**config.mk**
```make
export PLATFORM = sky130hd
export DESIGN_NAME = johnson_phase_sched
export DESIGN_NICKNAME = d
export VERILOG_FILES = /design/src/rtl/johnson_phase_sched.sv
export SDC_FILE = /design/constraint.sdc
export NUM_CORES = 1
export LEC_CHECK = 0
export BUFFER_PORTS_ARGS = -buffer_cell sky130_fd_sc_hd__buf_2
export CAP_MARGIN = 20
export CELL_PAD_IN_SITES_DETAIL_PLACEMENT = 1
export CELL_PAD_IN_SITES_GLOBAL_PLACEMENT = 2
export CORE_MARGIN = 8
export CORE_UTILIZATION = 25
export CTS_CLUSTER_SIZE = 20
export DETAILED_ROUTE_END_ITERATION = 6
export GPL_TIMING_DRIVEN = 0
export PLACE_DENSITY = 0.73
export SLEW_MARGIN = 0
export SYNTH_ARGS = -nofsm -noshare
export SYNTH_HDL_FRONTEND = slang
export SYNTH_SLANG_ARGS = --single-unit
```
**constraint.sdc**
```tcl
create_clock -name clk -period 2.04 [get_ports clk]
set_clock_uncertainty 0.05 [all_clocks]
set_input_delay 0.408 -clock clk [delete_from_list [all_inputs] [get_ports clk]]
set_output_delay 0.408 -clock clk [all_outputs]
set_load 0.005 [all_outputs]
```
**src/rtl/johnson_phase_sched.sv**
```systemverilog
// Johnson ring phase generator shared among NREQ requesters through a round-robin arbiter.
// Optional illegal-pattern self-correction is enabled with `define JOHNSON_SELFCORRECT_EN.
//
// state | meaning
// IDLE  | ring parked at 0, arbitrating pending requests
// RUN   | ring stepping for the granted requester's burst
module johnson_phase_sched #(
    parameter int WIDTH = 3,
    parameter int NREQ  = 4,
    parameter int CNT_W = 8
) (
    input  logic                        clk,
    input  logic                        rst,
    input  logic [NREQ-1:0]             req,
    input  logic [NREQ*CNT_W-1:0]       req_len,
    input  logic                        abort,
    output logic [NREQ-1:0]             gnt,
    output logic [WIDTH-1:0]            phase,
    output logic [$clog2(2*WIDTH)-1:0]  phase_idx,
    output logic                        busy,
    output logic [NREQ-1:0]             done,
    output logic                        err
);

    localparam int IDX_W = $clog2(2*WIDTH);
    localparam int RW    = (NREQ > 1) ? $clog2(NREQ) : 1;
    localparam logic [WIDTH-1:0] WRAP_VAL = WIDTH'(1) << (WIDTH-1);
    localparam logic [IDX_W:0]   SEQ_LEN  = (IDX_W+1)'(2*WIDTH);

    typedef enum logic {IDLE, RUN} state_t;

    state_t            state, state_nxt;
    logic [RW-1:0]     last, cur, win;
    logic              any_req;
    logic [CNT_W-1:0]  len_sel, len_load, rot_cnt;
    logic              wrap, illegal;
    logic [WIDTH-1:0]  phase_step;
    logic [IDX_W:0]    pop, idx_ext;

    assign wrap       = (phase == WRAP_VAL);
    assign phase_step = {phase[WIDTH-2:0], ~phase[WIDTH-1]};

    // Round-robin search starting just after the last served requester.
    always_comb begin
        win     = last;
        any_req = |req;
        for (int i = NREQ; i >= 1; i--) begin
            if (req[(int'(last) + i) % NREQ])
                win = RW'((int'(last) + i) % NREQ);
        end
    end

    assign len_sel  = req_len[int'(win)*CNT_W +: CNT_W];
    assign len_load = (len_sel == '0) ? CNT_W'(1) : len_sel;

    always_comb begin
        pop = '0;
        for (int k = 0; k < WIDTH; k++)
            pop = pop + {{IDX_W{1'b0}}, phase[k]};
        idx_ext   = phase[WIDTH-1] ? (SEQ_LEN - pop) : pop;
        phase_idx = idx_ext[IDX_W-1:0];
    end

`ifdef JOHNSON_SELFCORRECT_EN
    logic [WIDTH-1:0] legal_lo, legal_hi;

    // Legal words are a run of ones anchored at the LSB (MSB=0) or at the MSB (MSB=1).
    always_comb begin
        legal_lo = '0;
        legal_hi = '0;
        for (int k = 0; k < WIDTH; k++) begin
            legal_lo[k] = (k < int'(pop));
            legal_hi[k] = (k >= WIDTH - int'(pop));
        end
        illegal = phase[WIDTH-1] ? (phase != legal_hi) : (phase != legal_lo);
    end
`else
    assign illegal = 1'b0;
`endif

    always_ff @(posedge clk) begin
        if (rst)
            state <= IDLE;
        else
            state <= state_nxt;
    end

    always_comb begin
        state_nxt = state;
        case (state)
            IDLE: if (any_req) state_nxt = RUN;
            RUN: begin
                if (abort || illegal)
                    state_nxt = IDLE;
                else if (wrap && rot_cnt <= CNT_W'(1))
                    state_nxt = IDLE;
            end
            default: state_nxt = IDLE;
        endcase
    end

    always_comb begin
        busy = (state == RUN);
    end

    always_ff @(posedge clk) begin
        if (rst) begin
            phase   <= '0;
            gnt     <= '0;
            done    <= '0;
            err     <= 1'b0;
            rot_cnt <= '0;
            last    <= RW'(NREQ-1);
            cur     <= '0;
        end else begin
            done <= '0;
            if (illegal)
                err <= 1'b1;
            if (state == IDLE) begin
                phase <= '0;
                if (any_req) begin
                    gnt     <= NREQ'(1) << win;
                    cur     <= win;
                    rot_cnt <= len_load;
                end
            end else if (abort || illegal) begin
                phase <= '0;
                gnt   <= '0;
                last  <= cur;
            end else begin
                phase <= phase_step;
                if (wrap) begin
                    if (rot_cnt <= CNT_W'(1)) begin
                        gnt  <= '0;
                        done <= NREQ'(1) << cur;
                        last <= cur;
                    end else begin
                        rot_cnt <= rot_cnt - 1'b1;
                    end
                end
            end
        end
    end

endmodule

```
==> results of run 1 <==
[layout make-up]
cell class              instances  share of cell area [%]
multi-input cells             150                    50.5
clock buffers                   3                    1.82
plain buffers                   9                    2.48
clock inverters                 1                    1.32
well taps                      77                    4.24
inverters                      11                    1.93
repair buffers                 65                    15.9
flip-flops and latches         24                    21.8
[where the power goes]
part	total (mW)	switching, mW	internal [mW]
clock	0.430	0.167	0.263
combinational	0.514	0.263	0.251
sequential	0.565	0.0513	0.514
total	1.51	0.481	1.03
[cell families after synthesis]
group / count (synthesis) / synth area share (%)
multiplexers: 24 / 15.4
buffers and inverters: 21 / 5.79
adder cells (fa/ha/maj): 4 / 3.55
flip-flops: 24 / 29.6
AND/OR/NAND/NOR: 79 / 25.9
other: 1 / 0.231
AO/OA/AOI/OAI: 42 / 19.5
[registers in the layout (all words and copies together) (netlist names)]
signal,cells
busy,1
cur,2
done,4
gnt,4
last,2
phase,3
rot_cnt,8
[per-stage QoR]
step / worst slack, ns / setup TNS [ns] / instances / instance area, µm² / power (mW)
2_1_floorplan: -0.00241 / -0.00300 / 195 / 1640 / 0.860
3_3_place_gp: -0.393 / -3.85 / 324 / 2000 / 1.00
3_5_place_dp: -0.408 / -3.92 / 324 / 2000 / 1.01
4_1_cts: -0.139 / -0.479 / 339 / 2250 / 1.52
5_1_grt: -0.195 / -0.626 / 340 / 2270 / 1.60
6_report: -0.125 / -0.162 / 340 / 2270 / 1.51
[cell usage in the layout, fill, tap and decap left out, drive strengths merged, types with 3 or more instances in the layout]
| cell | instances |
|---|---|
| nor2b | 4 |
| nor3 | 9 |
| o21ai | 10 |
| mux2 | 7 |
| inv | 10 |
| ha | 3 |
| a211oi | 3 |
| nor3b | 3 |
| nor2 | 23 |
| a21oi | 5 |
| clkbuf | 7 |
| buf | 70 |
| o211ai | 4 |
| dfxtp | 24 |
| nand3 | 4 |
| a32oi | 6 |
| nand2 | 13 |
| mux2i | 17 |
| or4 | 6 |
[metal layers]
layer  wire length [µm]  up-vias  GRT usage, %
li1                   -      857             -
met1               2500      814          14.6
met2               2600       57          20.6
met3                415        6          3.25
met4                 53        0          2.14
met5                  0        -             0
[how the worst max path moves through the flow]
stage	endpoint	startpoint	cells past startpoint	slack (ns)
detailed placement	rot_cnt[7]$_SDFFE_PP0P_	req[3]	7	-0.41
global placement	rot_cnt[6]$_SDFFE_PP0P_	req[3]	8	-0.39
finish	phase_idx[1]	phase[1]$_SDFF_PP0_	6	-0.13
CTS	phase_idx[1]	phase[1]$_SDFF_PP0_	6	-0.14
global route	phase_idx[1]	phase[1]$_SDFF_PP0_	6	-0.20
floorplan	busy$_SDFF_PP0_	rot_cnt[2]$_SDFFE_PP0P_	6	-0.002
[critical path, stage by stage, from the launching register on]
cell and delay (ns):
dfxtp_2 0.35, inv_2 0.05, fa_1 0.54, inv_2 0.05, ha_4 0.20, mux2i_1 0.12, buf_2 0.13
[what timing repair did]
item	in CTS	in global routing
gates resized for setup	33	8
hold endpoints to repair	0	0
pin swaps	8	3
buffers inserted	11	2
endpoints found under the setup margin	15	19
==> reports/qor.csv, run 1 <==
metric,value,unit
hold_path_class,reg -> reg,
synth-seq-cells,24,
reg2reg_setup_slack,-0.01,ns
fin_ws,-0.125,ns
first_global_vias,1883,
status,finished with violations,
drt-total-wl,5.57,mm
yosysMostFrequentCell,dfxtp_1,
fp.dieW,96.5,µm
n_fill_cell,789,
fp-row-count,29,
synth_common_cells,"24 x dfxtp_1, 22 x nor2_1, 17 x mux2i_1, 13 x nand2_1",
async_reset_ff_share,0,%
reg2reg_from,rot_cnt[2]$_SDFFE_PP0P_,
worstPathArrival,1.71,ns
multi_input_area,0.00115,mm²
drt_iter0_markers,52,
hold_viol_final,0,
yosysTopAreaCell,dfxtp_1,
crit_required,1.58,ns
die_h,96.5,µm
p_leak,0.974,nW
clk_pin_slew,0.09,ns
numPortBuffers,52,
fin_nets,307,
synth_nets,238,
power_density,663,mW/mm²
cts_inserted_buffers,3,
cts_tree,built,
synth.top_cell.area_share,29.6,%
hold_end,phase[1]$_SDFF_PP0_,
synth_cell_types,50,
dieArea,0.00932,mm²
vias_per_cell,5.10,
ys_seq_area_share,29.6,%
setup_viol,4,
gr-total-overflow,0,
seq_area,497,µm²
postRouteAntennaNets,0,
antenna_cells,0,
drcViolationCount,0,
slew_headroom,61.6,%
ctsLongestPathBuffers,2,
worst_skew_pair.late_latency,0.27,ns
wl_per_cell,16.4,µm
drive_gt1_share,43.0,%
maxCapViolations,0,
postSynthAreaPerCell,8.32,µm²
violations,negative setup slack,
syn_inst,195,
max_freq,0.462,GHz
hold_path_depth,2,
tightest_slew,0.574,ns
holdBufCountCts,0,
finalCritPeriodShare,106,%
critical_path_class,reg -> out,
synth-edff-count,0,
vias,1734,
maxSlewViolCount,0,
first_pass_iters,4,
grt_max_degree,15,
period_needed,2.17,ns
gp_congestion,0.798,
hold_ws,0.419,ns
ios,55,
rsz0062_at_grt,yes,
min_from,phase[0]$_SDFF_PP0_,
cts-root-buf,clkbuf_8,
critPathLaunchType,register,
grt_pass1_wl,8.92,mm
antenna_found_initial,0,
cts_num_sinks,24,
htreeDepth,1,
coreArea,0.00631,mm²
critPathCaptureType,primary output,
ir_worst_vdd,0.280,mV
r2r_cells,5,
synth_warnings,0,
yosys-top-cells-area,"dfxtp_1 30%, mux2i_1 10%, nor2_1 5.1%, mux2_2 4.9%, a32oi_1 3.2%",
synth_area,0.00162,mm²
dp_hpwl,4.33,mm
areaGrowthSynthToFinish,40.3,%
final_util,36.0,%
synth-main-ff-cell,dfxtp_1,
r2r-end,done[2]$_SDFF_PP0_,
grt_use_total,12.0,%
worstPathMaxFanout,2,
initial_core_util,25.7,%
Power figures use the tool's default switching activity.
==> run 2: changes to the inputs <==
--- a/config.mk
+++ b/config.mk
@@ -11,10 +11,13 @@
 export CELL_PAD_IN_SITES_GLOBAL_PLACEMENT = 2
 export CORE_MARGIN = 8
 export CORE_UTILIZATION = 25
+export CTS_BUF_LIST = sky130_fd_sc_hd__clkbuf_4 sky130_fd_sc_hd__clkbuf_8 sky130_fd_sc_hd__clkbuf_16
 export CTS_CLUSTER_SIZE = 20
 export DETAILED_ROUTE_END_ITERATION = 6
+export GPL_ROUTABILITY_DRIVEN = 0
 export GPL_TIMING_DRIVEN = 0
 export PLACE_DENSITY = 0.73
+export REMOVE_ABC_BUFFERS = 1
 export SLEW_MARGIN = 0
 export SYNTH_ARGS = -nofsm -noshare
 export SYNTH_HDL_FRONTEND = slang
==> run 2 against run 1 <==
  * The flow still finishes with violations (negative setup slack)
  * Via count grew 2.5%
  * Sequential power is 0.7% higher
  * Critical path depth increased by 1
  * Register-to-register slack worse by 0.13 ns
  * Core utilization up 1.8 points
  * Count of clock-buffer cells in the layout is the same
  * Sequential share of layout area is 0.74 points lower
  * Largest power group is now combinational logic
  * Clock power rose by 1%
  * Sequential cell count is the same
  * Critical endpoint is now rot_cnt[4]$_SDFFE_PP0P_
==> reports/qor.csv, run 2 (synthesis results as in run 1) <==
metric,value,unit,change
status,finished with violations,,
violations,negative setup slack,,
cts_inserted_buffers,3,,unchanged
layout_commonest_cell,buf_2,,
final_util,37.9,%,+1.8 points
fin_ws,-0.142,ns,-0.0171 ns
grt_use_total,11.9,%,-0.012 points
drive_gt1_share,48.7,%,+5.7 points
cts_tree,built,,
fp.dieW,96.5,µm,unchanged
critPathCaptureType,register,,
dp_hpwl,4.08,mm,-5.8%
p_leak,1.03,nW,+5.7%
top_register,rot_cnt,,
fp-row-count,29,,unchanged
finalCritPeriodShare,107,%,+0.84 points
max_freq,0.458,GHz,-0.78%
maxSlewViolCount,0,,unchanged
drt-total-wl,5.64,mm,+1.4%
crit_required,2.18,ns,+0.60 ns
grt_max_degree,19,,+4
first_global_vias,1913,,+1.6%
grt_pass1_wl,8.94,mm,+0.24%
worstPathMaxFanout,5,,+3
fin_nets,311,,+1.3%
drcViolationCount,0,,unchanged
critical_path_class,reg -> reg,,
hold_ws,0.440,ns,+0.0203 ns
n_fill_cell,790,,+0.13%
antenna_found_initial,0,,unchanged
critPathLaunchType,register,,
layout_common_cells,"53 x buf_2, 20 x nor2_1, 19 x buf_4",,
top_regs,"rot_cnt (8), done (4), gnt (4)",,
clk_pin_slew,0.10,ns,about the same
slew_headroom,50.8,%,-11 points
design_area,0.00239,mm²,+5.1%
drt_iter0_markers,82,,+58%
ctsLongestPathBuffers,2,,unchanged
vias_per_cell,5.17,,+1.3%
dieArea,0.00932,mm²,unchanged
hold_viol_final,0,,unchanged
areaGrowthSynthToFinish,47.4,%,
period_needed,2.18,ns,+0.0171 ns
cts_num_sinks,24,,unchanged
vias,1777,,+2.5%
tightest_slew,0.737,ns,+0.164 ns
holdBufCountCts,0,,unchanged
worstPathArrival,2.32,ns,+0.61 ns
htreeDepth,1,,unchanged
power_density,669,mW/mm²,+0.83%
largest_reg_flops,8,,unchanged
gr-total-overflow,0,,unchanged
antenna_cells,0,,unchanged
initial_core_util,25.7,%,unchanged
cts-root-buf,clkbuf_8,,
worst_skew_pair.late_latency,0.28,ns,about the same
maxCapViolations,0,,unchanged
postRouteAntennaNets,0,,unchanged
ir_worst_vdd,0.280,mV,+0.16%
ios,55,,unchanged
coreArea,0.00631,mm²,unchanged
first_pass_iters,4,,unchanged
wl_per_cell,16.4,µm,+0.19%
die_h,96.5,µm,unchanged
post-place-ws,-0.606,ns,-0.198 ns
setup_viol,10,,+6
numPortBuffers,53,,+1.9%
hold_path_class,in -> reg,,
postPlaceCellArea,0.00194,mm²,-2.6%
rsz0062_at_grt,yes,,
-- run 2: cell types whose count changed in the layout (fill, tap and decap cells not counted), moves of 2 or more --
cell / previous run / this run
buf_6: 2 / 6
nand2_4: 0 / 2
dfxtp_2: 4 / 7
o21ai_2: 0 / 2
o21ai_0: 5 / 2
clkbuf_1: 4 / 0
dfxtp_1: 17 / 13
buf_4: 16 / 19
-- run 2: layer usage --
layer  share of wire [%]  vias up  wire length [µm]  GRT usage (%)
met3                 3.9        4               218           2.94
met5                   0        -                 0              0
met2                  52       29              2950           21.8
li1                    -      866                 -              -
met4                0.53        0                30           2.40
met1                  43      878              2440           13.7
-- run 2: area by class of cell --
| class | count | area (µm²) | share of cell area, % |
|---|---|---|---|
| Multi-Input combinational cell | 150 | 1200 | 50.3 |
| Inverter | 11 | 41.3 | 1.73 |
| Timing Repair Buffer | 78 | 475 | 19.9 |
| Clock buffer | 3 | 41.3 | 1.73 |
| Clock inverter | 1 | 30.0 | 1.26 |
| Sequential cell | 24 | 504 | 21.1 |
| Tap cell | 77 | 96.3 | 4.03 |
-- run 2: metrics by stage --
| stage | setup TNS, ns | std cells | power [mW] |
|---|---|---|---|
| 2_1_floorplan | -3.64 | 185 | 0.831 |
| 3_3_place_gp | -12.81 | 315 | 0.972 |
| 3_5_place_dp | -5.76 | 316 | 0.984 |
| 4_1_cts | -0.829 | 335 | 1.53 |
| 5_1_grt | -1.59 | 344 | 1.68 |
| 6_report | -0.749 | 344 | 1.60 |
-- run 2: critical path, stage by stage (launching register included) --
cell and delay, ns:
dfxtp_4 0.36, or3_4 0.38, or4_4 0.45, buf_6 0.15
a21oi_4 0.23, buf_4 0.17, nor3_1 0.05, a2111oi_2 0.25
-- run 2: power by group --
part	switching (mW)	total [mW]	internal [mW]	leakage (nW)
logic	0.293	0.593	0.301	0.792
clock network	0.173	0.436	0.263	0.0357
registers	0.0523	0.569	0.517	0.201
-- run 2: path summary, 6_finish.rpt --
kind,slack [ns],depth (start not counted),endpoint,startpoint
max,-0.14,7,rot_cnt[4]$_SDFFE_PP0P_,rot_cnt[3]$_SDFFE_PP0P_
max reg2reg,-0.14,7,rot_cnt[4]$_SDFFE_PP0P_,rot_cnt[3]$_SDFFE_PP0P_
min,0.44,4,busy$_SDFF_PP0_,abort
min reg2reg,0.46,1,done[1]$_SDFF_PP0_,cur[1]$_SDFFE_PP0P_
-- run 2: what timing repair did --
item,4_1_cts,5_1_grt
gates resized for setup,49,14
pin swaps,13,13
setup buffers,15,9
setup endpoints to repair,19,15
==> run 3: changes to the inputs <==
--- a/config.mk
+++ b/config.mk
@@ -18,7 +18,9 @@
 export GPL_TIMING_DRIVEN = 0
 export PLACE_DENSITY = 0.73
 export REMOVE_ABC_BUFFERS = 1
+export SKIP_CTS_REPAIR_TIMING = 1
 export SLEW_MARGIN = 0
 export SYNTH_ARGS = -nofsm -noshare
 export SYNTH_HDL_FRONTEND = slang
 export SYNTH_SLANG_ARGS = --single-unit
+export TNS_END_PERCENT = 1
==> run 3 against run 2 <==
  * The run still ends with negative setup slack left
  * Combinational power down 24%
  * Critical endpoint is now phase_idx[1]
  * Global-route usage down 0.78 points
  * Die area unchanged
==> reports/qor.csv, run 3 (synthesis results as in run 1) <==
metric,value,unit,change
areaGrowthSynthToFinish,33.6,%,
cts_tree,built,,
grt_use_total,11.2,%,-0.78 points
worstPathMaxFanout,4,,-1
top_register,rot_cnt,,
hold_path_class,reg -> reg,,
fp.dieW,96.5,µm,unchanged
coreArea,0.00631,mm²,unchanged
layout_commonest_cell,buf_2,,
postRouteAntennaNets,0,,unchanged
cts_num_sinks,24,,unchanged
first_global_vias,1780,,-7.0%
rsz0062_at_grt,yes,,
r2r_cells,5,,-2
fp-row-count,29,,unchanged
cts-root-buf,clkbuf_8,,
cts_inserted_buffers,3,,unchanged
initial_core_util,25.7,%,unchanged
hold_path_depth,2,,-2
status,finished with violations,,
p_leak,0.928,nW,-9.9%
crit_slowest_cell,fa_1,,
drt_iter0_markers,54,,-34%
critical_path_class,reg -> out,,
critPathLaunchType,register,,
wl_per_cell,15.8,µm,-3.4%
cp_top_family,adder cells,,
finalCritPeriodShare,107,%,+0.21 points
critPathCaptureType,primary output,,
numPortBuffers,53,,unchanged
crit_chain,"inv_4, fa_1, inv_2, ha_4, mux2i_1, buf_2",,
grt_max_degree,19,,unchanged
vias_per_cell,5.17,,+0.11%
reg2reg_setup_slack,-0.09,ns,+0.05 ns
dieArea,0.00932,mm²,unchanged
ios,55,,unchanged
power,1.45,mW,-9.1%
setup_viol,10,,unchanged
antenna_cells,0,,unchanged
drt-total-wl,5.18,mm,-8.2%
maxSlewViolCount,0,,unchanged
worst_skew_pair.late_latency,0.27,ns,about the same
crit_required,1.58,ns,-0.60 ns
ir_worst_vdd,0.262,mV,-6.5%
grt_pass1_wl,8.36,mm,-6.6%
period_needed,2.19,ns,+0.00431 ns
dp_hpwl,4.08,mm,unchanged
hold_viol_final,0,,unchanged
min_from,phase[0]$_SDFF_PP0_,,
max_freq,0.457,GHz,-0.20%
htreeDepth,1,,unchanged
maxCapViolations,0,,unchanged
path_buf_inv,3,,+1
top_regs,"rot_cnt (8), done (4), gnt (4)",,
dp_cells,316,,unchanged
first_pass_iters,4,,unchanged
drcViolationCount,0,,unchanged
critical_path.startpoint,phase[1]$_SDFF_PP0_,,
violations,negative setup slack,,
layout_common_cells,"53 x buf_2, 21 x nor2_1, 17 x mux2i_1, 17 x dfxtp_1, 12 x nand2_1",,
die_h,96.5,µm,unchanged
instances_no_fill,327,,-4.9%
drive_gt1_share,39.2,%,-9.5 points
clk_pin_slew,0.10,ns,about the same
power_density,671,mW/mm²,+0.33%
vias,1691,,-4.8%
cp_slowest_stage_delay,0.54,ns,+0.09 ns
hold_end,phase[1]$_SDFF_PP0_,,
largest_reg_flops,8,,unchanged
worstPathArrival,1.73,ns,-0.59 ns
r2r-end,done[2]$_SDFF_PP0_,,
antenna_found_initial,0,,unchanged
ctsLongestPathBuffers,2,,unchanged
gr-total-overflow,0,,unchanged
fin_nets,294,,-5.5%
fin_ws,-0.146,ns,-0.00431 ns
reg2reg_from,rot_cnt[5]$_SDFFE_PP0P_,,
## run 3: report_power, final
part,total [mW],internal [mW],switching (mW)
sequential,0.569,0.511,0.0582
clock,0.432,0.263,0.170
combinational,0.452,0.217,0.234
## run 3: worst reg2reg max path, stage by stage, from the launching register on
cell and delay, ns:
dfxtp_2 0.36, or2_2 0.33, or4_4 0.58, or4_4 0.48
nor2_4 0.12, and3b_1 0.16
## run 3: layout make-up
type,count,area (µm²)
clock buffers,3,41.3
clock inverters,1,30.0
fillers,793,4150
inverters,11,43.8
multi-input cells,150,1130
flip-flops and latches,24,497
well taps,77,96.3
repair buffers,61,329
## run 3: through the flow
stage | TNS [ns] | utilization (%) | cell area, µm² | hold slack (ns) | setup WS (ns)
global placement | -12.81 | 30.6 | 1930 | 0.429 | -1.28
global route | -1.58 | 34.3 | 2170 | 0.463 | -0.210
floorplan | -3.64 | - | 1570 | 0.391 | -0.566
finish | -0.686 | 34.3 | 2170 | 0.433 | -0.146
detailed placement | -5.76 | 30.8 | 1940 | 0.434 | -0.606
CTS | -5.05 | 31.9 | 2020 | 0.446 | -0.485
## run 3: worst max-delay path by stage
stage / end / slack [ns] / cells past startpoint
floorplan: rot_cnt[4]$_SDFFE_PP0P_ / -0.57 / 5
global placement: rot_cnt[4]$_SDFFE_PP0P_ / -1.28 / 6
detailed placement: rot_cnt[4]$_SDFFE_PP0P_ / -0.61 / 7
CTS: rot_cnt[4]$_SDFFE_PP0P_ / -0.49 / 6
global route: phase_idx[1] / -0.21 / 6
finish: phase_idx[1] / -0.15 / 6
## run 3: layer usage
| metal | vias to the layer above | share of wire, % | global-route usage [%] |
|---|---|---|---|
| met5 | - | 0 | 0 |
| met4 | 0 | 0.41 | 2.27 |
| met3 | 2 | 4.5 | 2.78 |
| met2 | 27 | 52 | 20.1 |
| met1 | 824 | 43 | 13.0 |
| li1 | 838 | - | - |
